[src/rtl/shader_loader_pkg.sv]
// Shared types for the shader program loader: command opcodes, parse states
// and the staging FIFO entry layout.
package shader_loader_pkg;

  localparam logic [7:0] CMD_WRITE_IMM  = 8'h01;
  localparam logic [7:0] CMD_WRITE_SYNC = 8'h02;

  // Entry address field is sized for the largest supported memory (ADDR_W <= 8).
  localparam int ENTRY_ADDR_W = 8;

  typedef enum logic [1:0] {
    PARSE_CMD,
    PARSE_ADDR,
    PARSE_DATA,
    SKIP
  } parse_state_t;

  typedef struct packed {
    logic                    sync;
    logic [ENTRY_ADDR_W-1:0] addr;
    logic [7:0]              data;
  } fifo_entry_t;

endpackage

[src/rtl/shader_loader_fifo.sv]
// Small synchronous staging FIFO of loader entries with a look-ahead head
// output; pointers carry an extra wrap bit to tell full from empty.
module shader_loader_fifo
  import shader_loader_pkg::*;
#(
  parameter int DEPTH = 4
) (
  input  logic        clk,
  input  logic        rst,
  input  logic        push,
  input  fifo_entry_t push_entry,
  input  logic        pop,
  output fifo_entry_t head,
  output logic        full,
  output logic        empty
);

  localparam int PTR_W = $clog2(DEPTH);

  logic [PTR_W:0] wr_ptr_reg;
  logic [PTR_W:0] rd_ptr_reg;
  fifo_entry_t    mem [DEPTH];

  assign empty = (wr_ptr_reg == rd_ptr_reg);
  assign full  = (wr_ptr_reg[PTR_W] != rd_ptr_reg[PTR_W]) &&
                 (wr_ptr_reg[PTR_W-1:0] == rd_ptr_reg[PTR_W-1:0]);
  assign head  = mem[rd_ptr_reg[PTR_W-1:0]];

  always_ff @(posedge clk or posedge rst) begin
    if (rst) begin
      wr_ptr_reg <= '0;
      rd_ptr_reg <= '0;
    end else begin
      if (push && !full)
        wr_ptr_reg <= wr_ptr_reg + (PTR_W+1)'(1);
      if (pop && !empty)
        rd_ptr_reg <= rd_ptr_reg + (PTR_W+1)'(1);
    end
  end

  // Storage needs no reset: the pointers alone define validity.
  always_ff @(posedge clk) begin
    if (push && !full)
      mem[wr_ptr_reg[PTR_W-1:0]] <= push_entry;
  end

endmodule

[src/rtl/shader_prog_loader.sv]
// Parses framed SPI command bytes into instruction-memory writes, committing
// only while the shader is idle; sync writes wait for a frame boundary.
// Optional build macro SHADER_LOADER_CHECKSUM_EN adds checksum_o.
module shader_prog_loader
  import shader_loader_pkg::*;
#(
  parameter int ADDR_W     = 4,
  parameter int INSTR_W    = 8,
  parameter int FIFO_DEPTH = 4
) (
  input  logic               clk_i,
  input  logic               rst_i,
  input  logic               cmd_start_i,
  input  logic               cmd_valid_i,
  input  logic [7:0]         cmd_data_i,
  output logic               cmd_ready_o,
  input  logic               next_frame_i,
  input  logic               shader_active_i,
  output logic               instr_we_o,
  output logic [ADDR_W-1:0]  instr_addr_o,
  output logic [INSTR_W-1:0] instr_data_o,
  output logic               busy_o,
  output logic               err_o
`ifdef SHADER_LOADER_CHECKSUM_EN
  ,
  output logic [7:0]         checksum_o
`endif
);

  parse_state_t      state_reg, state_next;
  logic [ADDR_W-1:0] addr_reg, addr_next;
  logic              sync_reg, sync_next;
  logic              err_reg, err_next;
  logic              start_pending_reg, start_pending_next;
  logic              frame_armed_reg;
  logic              fifo_full, fifo_empty;
  logic              accept, is_cmd, push, pop;
  fifo_entry_t       push_entry, head;
  logic              unused_head_addr;

  assign cmd_ready_o = !fifo_full;
  assign accept      = cmd_valid_i && cmd_ready_o;
  // A start pulse may arrive while the byte is stalled; remember it until accepted.
  assign is_cmd      = cmd_start_i || start_pending_reg || (state_reg == PARSE_CMD);

  always_comb begin
    state_next         = state_reg;
    addr_next          = addr_reg;
    sync_next          = sync_reg;
    err_next           = err_reg;
    start_pending_next = start_pending_reg;
    push               = 1'b0;
    if (cmd_start_i && !accept)
      start_pending_next = 1'b1;
    if (accept) begin
      start_pending_next = 1'b0;
      if (is_cmd) begin
        if (cmd_data_i == CMD_WRITE_IMM || cmd_data_i == CMD_WRITE_SYNC) begin
          state_next = PARSE_ADDR;
          sync_next  = (cmd_data_i == CMD_WRITE_SYNC);
        end else begin
          state_next = SKIP;
          err_next   = 1'b1;
        end
      end else begin
        case (state_reg)
          PARSE_ADDR: begin
            addr_next  = cmd_data_i[ADDR_W-1:0];
            state_next = PARSE_DATA;
          end
          PARSE_DATA: begin
            push      = 1'b1;
            addr_next = addr_reg + ADDR_W'(1);
          end
          default: ;
        endcase
      end
    end
  end

  always_ff @(posedge clk_i or posedge rst_i) begin
    if (rst_i) begin
      state_reg         <= PARSE_CMD;
      addr_reg          <= '0;
      sync_reg          <= 1'b0;
      err_reg           <= 1'b0;
      start_pending_reg <= 1'b0;
    end else begin
      state_reg         <= state_next;
      addr_reg          <= addr_next;
      sync_reg          <= sync_next;
      err_reg           <= err_next;
      start_pending_reg <= start_pending_next;
    end
  end

  assign push_entry.sync = sync_reg;
  assign push_entry.addr = ENTRY_ADDR_W'(addr_reg);
  assign push_entry.data = cmd_data_i;

  shader_loader_fifo #(
    .DEPTH(FIFO_DEPTH)
  ) u_fifo (
    .clk       (clk_i),
    .rst       (rst_i),
    .push      (push),
    .push_entry(push_entry),
    .pop       (pop),
    .head      (head),
    .full      (fifo_full),
    .empty     (fifo_empty)
  );

  // Strict FIFO order: a held sync head also blocks any entry behind it.
  assign pop = !fifo_empty && !shader_active_i && (!head.sync || frame_armed_reg);
  assign unused_head_addr = ^head.addr;

  always_ff @(posedge clk_i or posedge rst_i) begin
    if (rst_i) begin
      frame_armed_reg <= 1'b0;
      instr_we_o      <= 1'b0;
      instr_addr_o    <= '0;
      instr_data_o    <= '0;
    end else begin
      if (next_frame_i)
        frame_armed_reg <= 1'b1;
      else if (fifo_empty)
        frame_armed_reg <= 1'b0;
      instr_we_o <= pop;
      if (pop) begin
        instr_addr_o <= head.addr[ADDR_W-1:0];
        instr_data_o <= INSTR_W'(head.data);
      end
    end
  end

  assign busy_o = !fifo_empty;
  assign err_o  = err_reg;

`ifdef SHADER_LOADER_CHECKSUM_EN
  logic [7:0] checksum_reg;

  always_ff @(posedge clk_i or posedge rst_i) begin
    if (rst_i)
      checksum_reg <= '0;
    else if (accept && is_cmd)
      checksum_reg <= '0;
    else if (instr_we_o)
      checksum_reg <= checksum_reg ^ 8'(instr_data_o);
  end

  assign checksum_o = checksum_reg;
`endif

endmodule

[config.mk]
export PLATFORM = sky130hd
export DESIGN_NAME = shader_prog_loader
export DESIGN_NICKNAME = d
export VERILOG_FILES = /design/src/rtl/shader_loader_pkg.sv /design/src/rtl/shader_loader_fifo.sv /design/src/rtl/shader_prog_loader.sv
export SDC_FILE = /design/constraint.sdc
export NUM_CORES = 1
export LEC_CHECK = 0
export ABC_AREA = 1
export BUFFER_PORTS_ARGS = -buffer_cell sky130_fd_sc_hd__buf_2
export CAP_MARGIN = 15
export CORE_ASPECT_RATIO = 1.75
export CORE_MARGIN = 2
export CORE_UTILIZATION = 63
export DETAILED_ROUTE_END_ITERATION = 7
export PLACE_DENSITY = 0.92
export SLEW_MARGIN = 10
export SYNTH_ARGS = -nofsm -noshare
export SYNTH_HDL_FRONTEND = slang
export SYNTH_SLANG_ARGS = --single-unit
[constraint.sdc]
create_clock -name clk_i -period 4.15 [get_ports clk_i]
set_input_delay 0.2075 -clock clk_i [delete_from_list [all_inputs] [get_ports clk_i]]
set_output_delay 0.2075 -clock clk_i [all_outputs]
set_load 0.1 [all_outputs]
Word-level counts from Yosys, hierarchy flattened --
Memories as Yosys holds them, arrays and structs flattened. Index checks and enable logic that the tools add are counted.
Storage, ports and cells: register bits after elaboration 29, memories 1, word-level logic and storage cells 62, output and inout bits 16, bits in read-only memories 0, bits in latches 0, input bits 14, memory bits (writable) 52
Memory list:
- u_fifo.mem | words 4, bits a word 13, read ports 1, clocked after Yosys merged registers in 0, write ports 1, line shader_loader_fifo.sv:22 | fifo_entry_t mem [DEPTH];
Operators by class: divide/modulo/power cells 0, shift operators 0, bitwise gates (word level) 2, $mul 0, add/sub/neg operators 3, mux-type cells 13, reductions and logical operators 25, $lt $le $gt $ge 0, equality and inequality tests 7
Operators by type and width (count):
- $mux W1 | 9
- $reduce_and A3 Y1 | 3
- $eq A8 B1 Y1 const B | 1
- $eq A8 B2 Y1 const B | 1
- $pmux W4 S2 | 1
- $reduce_bool A2 Y1 | 4
- $logic_and A1 B1 Y1 | 7
- $add A3 B1 Y3 const B | 2
- $mux W2 | 3
- $logic_not A1 Y1 | 5
- $add A4 B1 Y4 const B | 1
- $logic_or A1 B1 Y1 | 4
- $eq A3 B3 Y1 | 1
- $eq A2 B1 Y1 const B | 1
- $eq A2 B2 Y1 | 1
- $eq A2 B2 Y1 const B | 1
- $logic_not A2 Y1 | 1
- $not A1 Y1 | 2
- $reduce_and A2 Y1 | 1
- $ne A1 B1 Y1 | 1

Depth between registers and ports, before layout --
Gate-level depths: netlist (run 1).
depth after elaboration 8, gate-level depth with buffers 10, depth with buffers taken out 8

Modules after synthesis --
A second synthesis (run 1) with hierarchy kept.
Second synthesis, totals: cell total of the unflattened synthesis 367, area, all modules 4116.4 µm²
Modules (own cells, without submodules):
- shader_loader_fifo | instances 1, area each 2977.9 µm², cells each 226, sequential area each 2192.1 µm²
- shader_prog_loader | instances 1, area each 1138.6 µm², cells each 141, sequential area each 575.6 µm²

Worst setup path after synthesis (run 1) --
OpenSTA, ideal clock, no wires.
path type register to register, from register u_fifo.rd_ptr_reg[0], to memory u_fifo.mem[0][0] in the netlist's numbering, enable pin, slack 1755 ps, arrival 2012 ps, data required time 3768 ps, cell stages (with the launch flop) 7, period minus slack after synthesis 2395 ps, buffers on the path 1, library setup time 382 ps, cell sequence dfrtp_1 buf_6 nand2_1 nand2_2 nand3_2 nand3_2 nor2_1
On the way: word-level cells in the longest chain between the ends 8
Ends and longest elaborated chain:
- start, declared | line shader_loader_fifo.sv:21 | logic [PTR_W:0] rd_ptr_reg;
- start signal, assigned | line shader_loader_fifo.sv:37 | rd_ptr_reg <= rd_ptr_reg + (PTR_W+1)'(1);
- $eq A2 B2 Y1 (*) | line shader_loader_fifo.sv:26 | (wr_ptr_reg[PTR_W-1:0] == rd_ptr_reg[PTR_W-1:0]);
- $logic_and A1 B1 Y1 (*) | line shader_loader_fifo.sv:25 | assign full = (wr_ptr_reg[PTR_W] != rd_ptr_reg[PTR_W]) &&
- $logic_not A1 Y1 (*) | line shader_prog_loader.sv:41 | assign cmd_ready_o = !fifo_full;
- named net cmd_ready_o | line shader_prog_loader.sv:16 | output logic cmd_ready_o,
- $logic_and A1 B1 Y1 | line shader_prog_loader.sv:42 | assign accept = cmd_valid_i && cmd_ready_o;
- $mux W1 | line shader_prog_loader.sv:55 | if (accept) begin
- $logic_and A1 B1 Y1 (*) | line shader_loader_fifo.sv:43 | if (push && !full)
- $mux W1 (*) | line shader_loader_fifo.sv:43
- $mux W1 (not written as such) (*) | line shader_loader_fifo.sv:44 | mem[wr_ptr_reg[PTR_W-1:0]] <= push_entry;
- end, declared | line shader_loader_fifo.sv:22
Mark *: on every way through the listed nets, which the timed path passes. The rest lies on a longest branch.

Final worst setup path (run 1) --
from register u_fifo.rd_ptr_reg[0], to memory u_fifo.mem[2][8] in the netlist's numbering, enable pin
On the way: word-level cells in the longest chain between the ends 8
Ends and longest elaborated chain (line):
- $eq A2 B2 Y1 (*) | shader_loader_fifo.sv:26
- $logic_and A1 B1 Y1 (*) | shader_loader_fifo.sv:25
- $logic_not A1 Y1 (*) | shader_loader_fifo.sv:43, shader_prog_loader.sv:41
- $logic_and A1 B1 Y1 | shader_prog_loader.sv:42
- $mux W1 | shader_prog_loader.sv:55
- $logic_and A1 B1 Y1 (*) | shader_loader_fifo.sv:43
- $mux W1 (*) | shader_loader_fifo.sv:43
- $mux W1 (not written as such) (*) | shader_loader_fifo.sv:44
Mark *: on every way between the ends. The rest lies on a longest branch, timed or not.

==> results of run 1 <==
==> cells in the final DEF, fill, tap and decap left out <==
master         instances
inv_6                  2
inv_2                  4
clkbuf_8               9
nand3b_1               1
nand2_4                1
buf_2                 29
dfrtp_1               29
o21ai_0               40
clkinv_4               2
xor2_1                 1
clkinv_2               1
nand2_1               66
edfxtp_1              52
xnor2_1                1
dlygate4sd3_1          1
a21o_1                 1
o21ai_1                7
nand3_2                3
nor3_1                 1
buf_4                  1
nor2_1                46
a22oi_1                1
nand4_1                1
nand2_2                4
a21oi_1                3
inv_1                 30
nand3_4                2
ha_1                   9
buf_8                  1
or2_2                  2
nand3_1               23
clkinvlp_4             2
==> through the flow <==
step           instance area (sq um)  instances  total power (uW)
2_1_floorplan                   3550        339              2310
3_3_place_gp                    3730        434              2480
3_5_place_dp                    3730        434              2520
4_1_cts                         3910        450              3030
5_1_grt                         3930        452              3200
6_report                        3930        452              3020
==> power by group through the flow <==
stage	Clock [uW]	Combinational [uW]	Sequential (uW)
final	510	1300	1210
after global routing	549	1420	1230
after CTS	518	1310	1200
after detailed placement	0	1300	1220
after global placement	0	1270	1210
after floorplan	0	729	1580
==> layout make-up <==
cell class,count,area (sq um)
clock buffer,9,124
sequential,81,2290
timing repair buffer,32,178
multi-input combinational,213,1060
tap,76,95.1
fill,387,1570
inverter,34,128
clock inverter,7,55.1
==> cell families after synthesis <==
group / count (synthesis) / synth area share
AND/OR/NAND/NOR: 150 / 0.188
flip-flops: 81 / 0.644
AO/OA/AOI/OAI: 52 / 0.0746
buffers and inverters: 45 / 0.0570
adder cells (fa/ha/maj): 9 / 0.0317
XOR/XNOR: 2 / 0.00493
==> Yosys cell counts, types with 2 or more instances <==
cell type	n
o21ai_0	40
edfxtp_1	52
buf_6	3
ha_1	9
a21oi_1	3
clkbuf_1	3
nand2_1	66
dfrtp_1	29
buf_4	2
or2_2	2
nand3_2	3
nor2_1	46
nand3_4	2
nand2_2	4
nand3_1	23
o21ai_1	7
inv_2	4
inv_1	30
buf_2	3
==> layer usage <==
| layer | GRT usage | vias to the layer above | routed length [microns] |
|---|---|---|---|
| li1 | - | 1190 | - |
| met1 | 0.213 | 1123 | 2340 |
| met2 | 0.376 | 60 | 3360 |
| met3 | 0.0672 | 19 | 250 |
| met4 | 0.120 | 0 | 201 |
| met5 | 0 | - | 0 |
==> worst max-delay path by stage <==
stage | slack, ns | start | cells past startpoint | endpoint
after floorplan | 1.76 | u_fifo.rd_ptr_reg[0]$_DFFE_PP0P_ | 6 | u_fifo.mem[0][0]$_DFFE_PP_
after global placement | 1.22 | u_fifo.rd_ptr_reg[0]$_DFFE_PP0P_ | 6 | u_fifo.mem[1][1]$_DFFE_PP_
after detailed placement | 1.11 | u_fifo.rd_ptr_reg[0]$_DFFE_PP0P_ | 6 | u_fifo.mem[2][4]$_DFFE_PP_
after CTS | 1.09 | u_fifo.rd_ptr_reg[0]$_DFFE_PP0P_ | 6 | u_fifo.mem[1][4]$_DFFE_PP_
after global routing | 0.84 | u_fifo.rd_ptr_reg[0]$_DFFE_PP0P_ | 6 | u_fifo.mem[1][4]$_DFFE_PP_
final | 1.09 | u_fifo.rd_ptr_reg[0]$_DFFE_PP0P_ | 6 | u_fifo.mem[2][8]$_DFFE_PP_
==> results summary, run 1 <==
The run finished with clean final reports. The total internal power is 1550 uW. The combinational share of power is 0.431. The leading area contributor after synthesis is edfxtp_1. The aggregate global routing overflow is 0. The average detailed-routed wire length per instance is 13.6 microns.

Of all flip-flops after synthesis, the portion carrying an async set or reset was 0.358. The number of search-and-repair iterations in the first detailed-routing pass is 4. The post-cts hold buffer count came out at 0. The global placer's final weighted congestion came out at 0.869. The final setup violation count is 0. The number of flip-flops in the largest register came out at 52. The share of the core filled with cells in the final layout is 0.715.

The pin count of the biggest net entering global routing came out at 31. The worst slew margin relative to its limit is 0.339. Across every metal layer, demand over resource in global routing totals 0.213. The worst register-to-register path ends at u_fifo.mem[2][8]$_DFFE_PP_.

In the synthesized netlist the dominant register cell turns out to be edfxtp_1. The aggregate negative setup slack came out at 0 ns. The cell family contributing the most delay on the critical path is simple AND/OR/NAND/NOR gates. After clock tree synthesis, the setup repair step added 0 buffers. On the worst path, the slowest cell contributes a delay of 0.91 ns.

Dividing the detail-routed via count by the number of cells gives 5.29. The tool flagged a number of max-cap violations equal to 0. The detailed router placed 2392 vias in this run. The static leakage is 0.00171 uW.

On the final layout, the worst clock skew is 0.0135 ns. Summed over all nets, the switching power comes to 1460 uW. In this run, post-CTS repair resized a total of 0 instances. In the post-synthesis netlist, the biggest area contributors are edfxtp_1 (44%), dfrtp_1 (20%), nand2_1 (7.0%), o21ai_0 (5.6%), nor2_1 (4.9%).

Hold timing on the final database bottoms out at a slack of 0.0186 ns. From synthesis to final layout, the design area changed by 10.6%. The transition time at the pin with the least slew margin is 0.987 ns. The logic depth of the worst register-to-register path came out at 6.

The netlist uses 27 different library cells. The initial utilization of the core area, before any placement, comes to 0.647. The total clock sinks is 81. The cell at the root of the clock tree is clkbuf_8.

In this run the worst hold path is classified as in -> reg. Dividing the synthesized area by the synthesized cell count gives 10.5 sq um. The number of nets with antenna violations after detailed routing is 0. The total of buffers placed on input and output ports came out at 29. The power density normalized to cell area is 768 nW/um^2. The kind of end point of the critical path is a register. The clock group share of total power is 0.169. The repair_antennas step left the layout with diodes totalling 0. The detailed-placement wirelength estimate is 4270 microns. The layout net count came out at 394.

Data on the critical path arrives at its endpoint at 3.04 ns. The number of DRC markers in iteration 0 came out at 93. In this run the register-to-register setup slack is 1.09 ns. The number of remaining DRC errors came out at 0. The CTS tree is yes. The die footprint came out at 6280 sq um. The start point of the worst hold path is next_frame_i.

The core area came out at 5500 sq um. Setup repair after global routing left no endpoint under its margin. The share of the Yosys chip area taken by registers is 0.644.

The boundary pin count is 30. The initial antenna violation count came out at 0. The count of flip-flops with a built-in enable after synthesis came out at 52. The final setup slack of the worst path came out at 1.09 ns. The slowest stage of the critical path is the dfrtp_1 cell. The number of nets in the synthesized netlist is 362. The number of placement rows came out at 36.

The clock reaches the later pin of the worst-skew pair after 0.36 ns. The largest vdd supply drop is 428 uV. The portion of the clock cycle consumed by the worst path in the final layout is 0.738. The required time at the worst-slack endpoint came out at 4.13 ns. Clock tree synthesis inserted a total of 9 buffers. The signal on the critical path passes through inv_2 -> nand2_1 -> nand2_2 -> nand3_2 -> nand3_2 -> nor2_1.

By startpoint and endpoint, the worst setup path is classified as reg -> reg. After clock tree synthesis, the clock-pin slew on the worst setup and hold paths is 0.08 ns. Synthesis inferred 81 register bits. The number of hold violations in the final report is 0. The worst hold path terminates at frame_armed_reg$_DFFE_PP0P_.

The minimum setup slack after placement came out at 1.11 ns. The vertical extent of the die came out at 103 microns. The fraction of final layout cells with drive strength greater than 1 came out at 0.168. The clock passes through at most 2 buffers.

In this run the worst path has a maximum fanout of 30. The number of warnings issued by yosys came out at 0. The via count of the first global-routing pass came out at 2160.

The maximum operating frequency is 327 MHz. The share of the synthesized area in the top cell type is 0.439. The number of max-slew violations in the final report is 0. The sum of buffers and inverters on the critical path is 1.

The post-synthesis instance area is 3550 sq um. The horizontal extent of the die came out at 60.8 microns. The proportion of total power due to net switching is 0.485. The post-layout minimum cycle time came out at 3.06 ns. The synthesized netlist cell count is 339. The launching element type of the critical path is a register. The reg-to-reg startpoint is u_fifo.rd_ptr_reg[0]$_DFFE_PP0P_. The part of the total power dissipated in sequential elements came out at 0.400.

The number of cells on the worst hold path came out at 2. By instance count, the cell type seen most on the critical path is nand3_2. The final wirelength is 6150 microns. CTS built an H-tree with a depth of 3.

The wire length of the first global-routing pass is 9340 microns.
Power figures use the tool's default switching activity.
==> run 2, diff against run 1 <==
- ABC_AREA: 1 -> 0
- CORE_UTILIZATION: 63 -> 53
- PLACE_DENSITY: 0.92 -> 0.84
- clock period: 4.15 -> 2.6 ns (I/O delays scaled with it)
==> run 2 against run 1 <==
Die area up 12%. Critical endpoint is now u_fifo.mem[2][1]$_DFFE_PP_. Worst setup slack worse by 0.71 ns. Clock skew is 0.0049 ns lower. Non-clock buffer count up 10. Wire length decreased by 6.5%. Register-to-register slack lost 0.71 ns. Largest power group unchanged.
==> results summary, run 2 <==
The total of cells resized after clock tree synthesis is 0 (unchanged). The critical path is of the reg -> reg type. The total track usage is 0.189 (-0.0245). In this run the critical register-to-register path is captured at u_fifo.mem[2][1]$_DFFE_PP_. The number of antenna diodes is 0 (unchanged). The number of distinct library cells after synthesis came out at 40 (+48%).

The sequential share of the synthesized area is 0.676 (+0.0326). The clock-pin transition on the worst setup and hold timing paths came out at 0.08 ns (about the same). The aggregate negative setup slack is 0 ns (unchanged).

The flip-flop and latch count after synthesis is 81 (unchanged). The number of max-slew violations in the final report came out at 0 (unchanged). The number of warnings issued by yosys is 0 (unchanged). The via count of the first global-routing pass is 1876 (-13%). The clock tree buffer depth came out at 2 (unchanged). The number of hold violations in the final report came out at 0 (unchanged).

The overall power after layout is 4270 uW (+42%). The number of cells on the worst hold path is 1 (-1). The number of flip-flops in the largest register is 52 (unchanged). The wire length of the first global-routing pass came to 9430 microns (+0.89%). The total clock sinks was 81 (unchanged). The synthesized netlist cell count is 193 (-43%). The most repeated cell in the gate-level netlist after synthesis is edfxtp_1. The count of flip-flops with a built-in enable after synthesis was 52 (unchanged).

The maximum fanout along the worst path is 13 (-57%). STA classifies the critical path endpoint as a register. The biggest cell delay along the critical path is 0.56 ns (-0.35 ns). The largest vdd supply drop came out at 634 uV (+48%). The main flop type after synthesis is edfxtp_1. The vertical extent of the die is 110 microns (+6.1%).

The setup fix buffers added after clock tree synthesis is 0 (unchanged). The path class of the tightest hold or removal check is in -> reg. Leaving out fill and tap cells, the most frequent cells in the layout are edfxtp_1 (52), dfrtp_1 (29), buf_2 (29). The post-cts hold buffer count came to 5 (+5).

The via count is 1787 (-25%). The number of remaining DRC errors was 0 (unchanged). The worst register-to-register path begins at state_reg[0]$_DFFE_PP0P_.

The met3 track utilization from global routing came out at 0.0553 (-0.0119). The global placer's final weighted congestion came out at 0.860 (-1.1%). The final setup violation count came to 0 (unchanged). The number of DRC markers in iteration 0 is 47 (-49%). The total of buffers placed on input and output ports is 29 (unchanged). The detailed-route vias per instance was 5.50 (+3.9%). The post-layout minimum cycle time is 2.22 ns (-0.844 ns). The boundary pin count was 30 (unchanged).

The core area came out at 6180 sq um (+12%). The aggregate global routing overflow is 0 (unchanged). The root buffer cell chosen for the clock tree is clkbuf_8. The met1 demand-to-capacity share in global routing came out at 0.214 (+0.000273). The number of buffers inserted during clock tree synthesis is 9 (unchanged). The average detailed-routed wire length per instance is 17.7 microns (+30%).

The synthesized area per cell is 17.5 sq um (+67%). The portion of the clock cycle consumed by the worst path in the final layout is 0.853 (+0.115). The number of logic stages on the critical path including buffering came out at 5 (-1).

The number of placement rows is 38 (+5.6%). The critical path starts at state_reg[0]$_DFFE_PP0P_. The H-tree depth is 3 (unchanged). The later-pin clock latency in the skew report came out at 0.35 ns (about the same).

The static leakage came out at 0.00150 uW (-12%). The worst slew margin relative to its limit is 0.555 (+0.215). The pin count of the biggest net entering global routing is 30 (-3.2%). The horizontal extent of the die came out at 64.4 microns (+5.9%). The share of synthesized flip-flops with an asynchronous set or reset is 0.358 (unchanged).

The signed area change from the synthesized netlist to the final layout came out at 14.4%. The sum of buffers and inverters on the critical path is 1 (unchanged). The layer with the highest usage is met2.

The post-synthesis instance area came out at 3380 sq um (-4.8%). The slack of the worst reg-to-reg path is 0.38 ns (-0.71 ns). The required time at the worst-slack endpoint came to 2.58 ns (-1.55 ns). The final wirelength is 5750 microns (-6.5%). The net count after synthesis was 216 (-40%). The fraction of final layout cells with drive strength greater than 1 is 0.339 (+0.171). STA classifies the critical path startpoint as a register. The arrival time reported for the critical path endpoint came out at 2.20 ns (-0.84 ns). The library cell used most frequently in the layout, excluding fill and tap cells, is edfxtp_1. The terminating pin of the worst hold path is u_fifo.mem[2][7]$_DFFE_PP_. TritonCTS built the clock tree.

Sorting the synthesized cells by area gives the leading types as edfxtp_1 (46%), dfrtp_1 (21%), mux4_2 (8.7%), mux2_4 (3.6%), ha_1 (3.3%). The logic depth of the worst register-to-register path came to 5 (-1). The maximum operating frequency is 451 MHz (+38%). The number of nets with antenna violations after detailed routing is 0 (unchanged). The number of search-and-repair iterations in the first detailed-routing pass came out at 4 (unchanged).

The initial antenna violation count is 0 (unchanged). The met2 layer usage reported by global route came out at 0.322 (-0.0533). The layout net count is 263 (-33%). The max capacitance violation total is 0 (unchanged).

The flow ran to the end, and the final reports show no timing, DRC or antenna violations. After synthesis, the most frequently instantiated cells are edfxtp_1 (52), dfrtp_1 (29), mux4_2 (13), inv_1 (10), ha_1 (9). The detailed-placement wirelength estimate was 4030 microns (-5.6%).

Walking the worst path, the cells encountered are inv_1 -> ha_1 -> or3_4 -> a311oi_2 -> and2_1. The starting density of the core came out at 0.547 (-0.0995). The cell family contributing the most delay on the critical path is simple AND/OR/NAND/NOR gates. The power density normalized to cell area came out at 1100 nW/um^2 (+44%). The cell with the largest stage delay on the worst path is and2_1. The transition time at the pin with the least slew margin was 0.657 ns (-0.330 ns). The clock skew came out at 0.00860 ns (-0.00487 ns). Setup repair after global routing left no endpoint under its margin. The leading area contributor after synthesis is edfxtp_1. The share of the synthesized area in the top cell type came out at 0.462 (+0.0223).

The die footprint is 7060 sq um (+12%). The start point of the worst hold path is cmd_data_i[7].
-- run 2: cell families (layout without fill, tap and decap cells) --
logic type | after synthesis | after routing | synth area share
flip-flops | 81 | 81 | 0.676
AND/OR/NAND/NOR | 27 | 27 | 0.0511
adder cells (fa/ha/maj) | 9 | 9 | 0.0333
multiplexers | 27 | 27 | 0.142
XOR/XNOR | 11 | 11 | 0.0285
AO/OA/AOI/OAI | 22 | 22 | 0.0462
buffers and inverters | 16 | 68 | 0.0229
-- run 2: cell type report --
cell class | count | area, sq um
clock inverter | 6 | 45.0
fill | 453 | 2310
multi-input combinational | 96 | 1020
timing repair buffer | 42 | 255
inverter | 10 | 37.5
sequential | 81 | 2290
tap | 80 | 100
clock buffer | 10 | 128
-- run 2: worst reg2reg max path, cell delays in order, from the launching register on --
cell and delay (ns):
dfrtp_1 0.36, inv_1 0.07, ha_1 0.22, or3_4 0.37
a311oi_2 0.28, and2_1 0.56
-- run 2: worst max path at each step --
stage	slack, ns	endpoint
final	0.38	u_fifo.mem[2][1]$_DFFE_PP_
after global routing	0.29	u_fifo.mem[2][1]$_DFFE_PP_
after CTS	0.34	u_fifo.mem[2][4]$_DFFE_PP_
after detailed placement	0.37	u_fifo.mem[2][5]$_DFFE_PP_
after global placement	0.49	u_fifo.mem[2][1]$_DFFE_PP_
after floorplan	0.23	instr_data_o[0]$_DFFE_PP0P_
-- run 2: stage by stage --
step	instances	setup WS, ns	hold slack [ns]	area (sq um)	utilization
6_report	325	0.382	0.0421	3870	0.626
5_1_grt	325	0.286	0.0288	3870	0.626
4_1_cts	325	0.344	0.0203	3870	0.626
3_5_place_dp	304	0.368	0.233	3650	0.590
3_3_place_gp	304	0.490	0.223	3650	0.590
2_1_floorplan	193	0.231	0.208	3380	-
-- run 2: per-layer routing --
metal	share of wire	vias to the layer above
li1	-	832
met4	0.023	0
met5	0	-
met3	0.039	8
met2	0.56	50
met1	0.38	897
-- run 2: power breakdown --
group / internal (uW) / switching, uW
Sequential: 1550 / 142
Combinational: 539 / 1260
Clock: 347 / 437
Total: 2440 / 1840
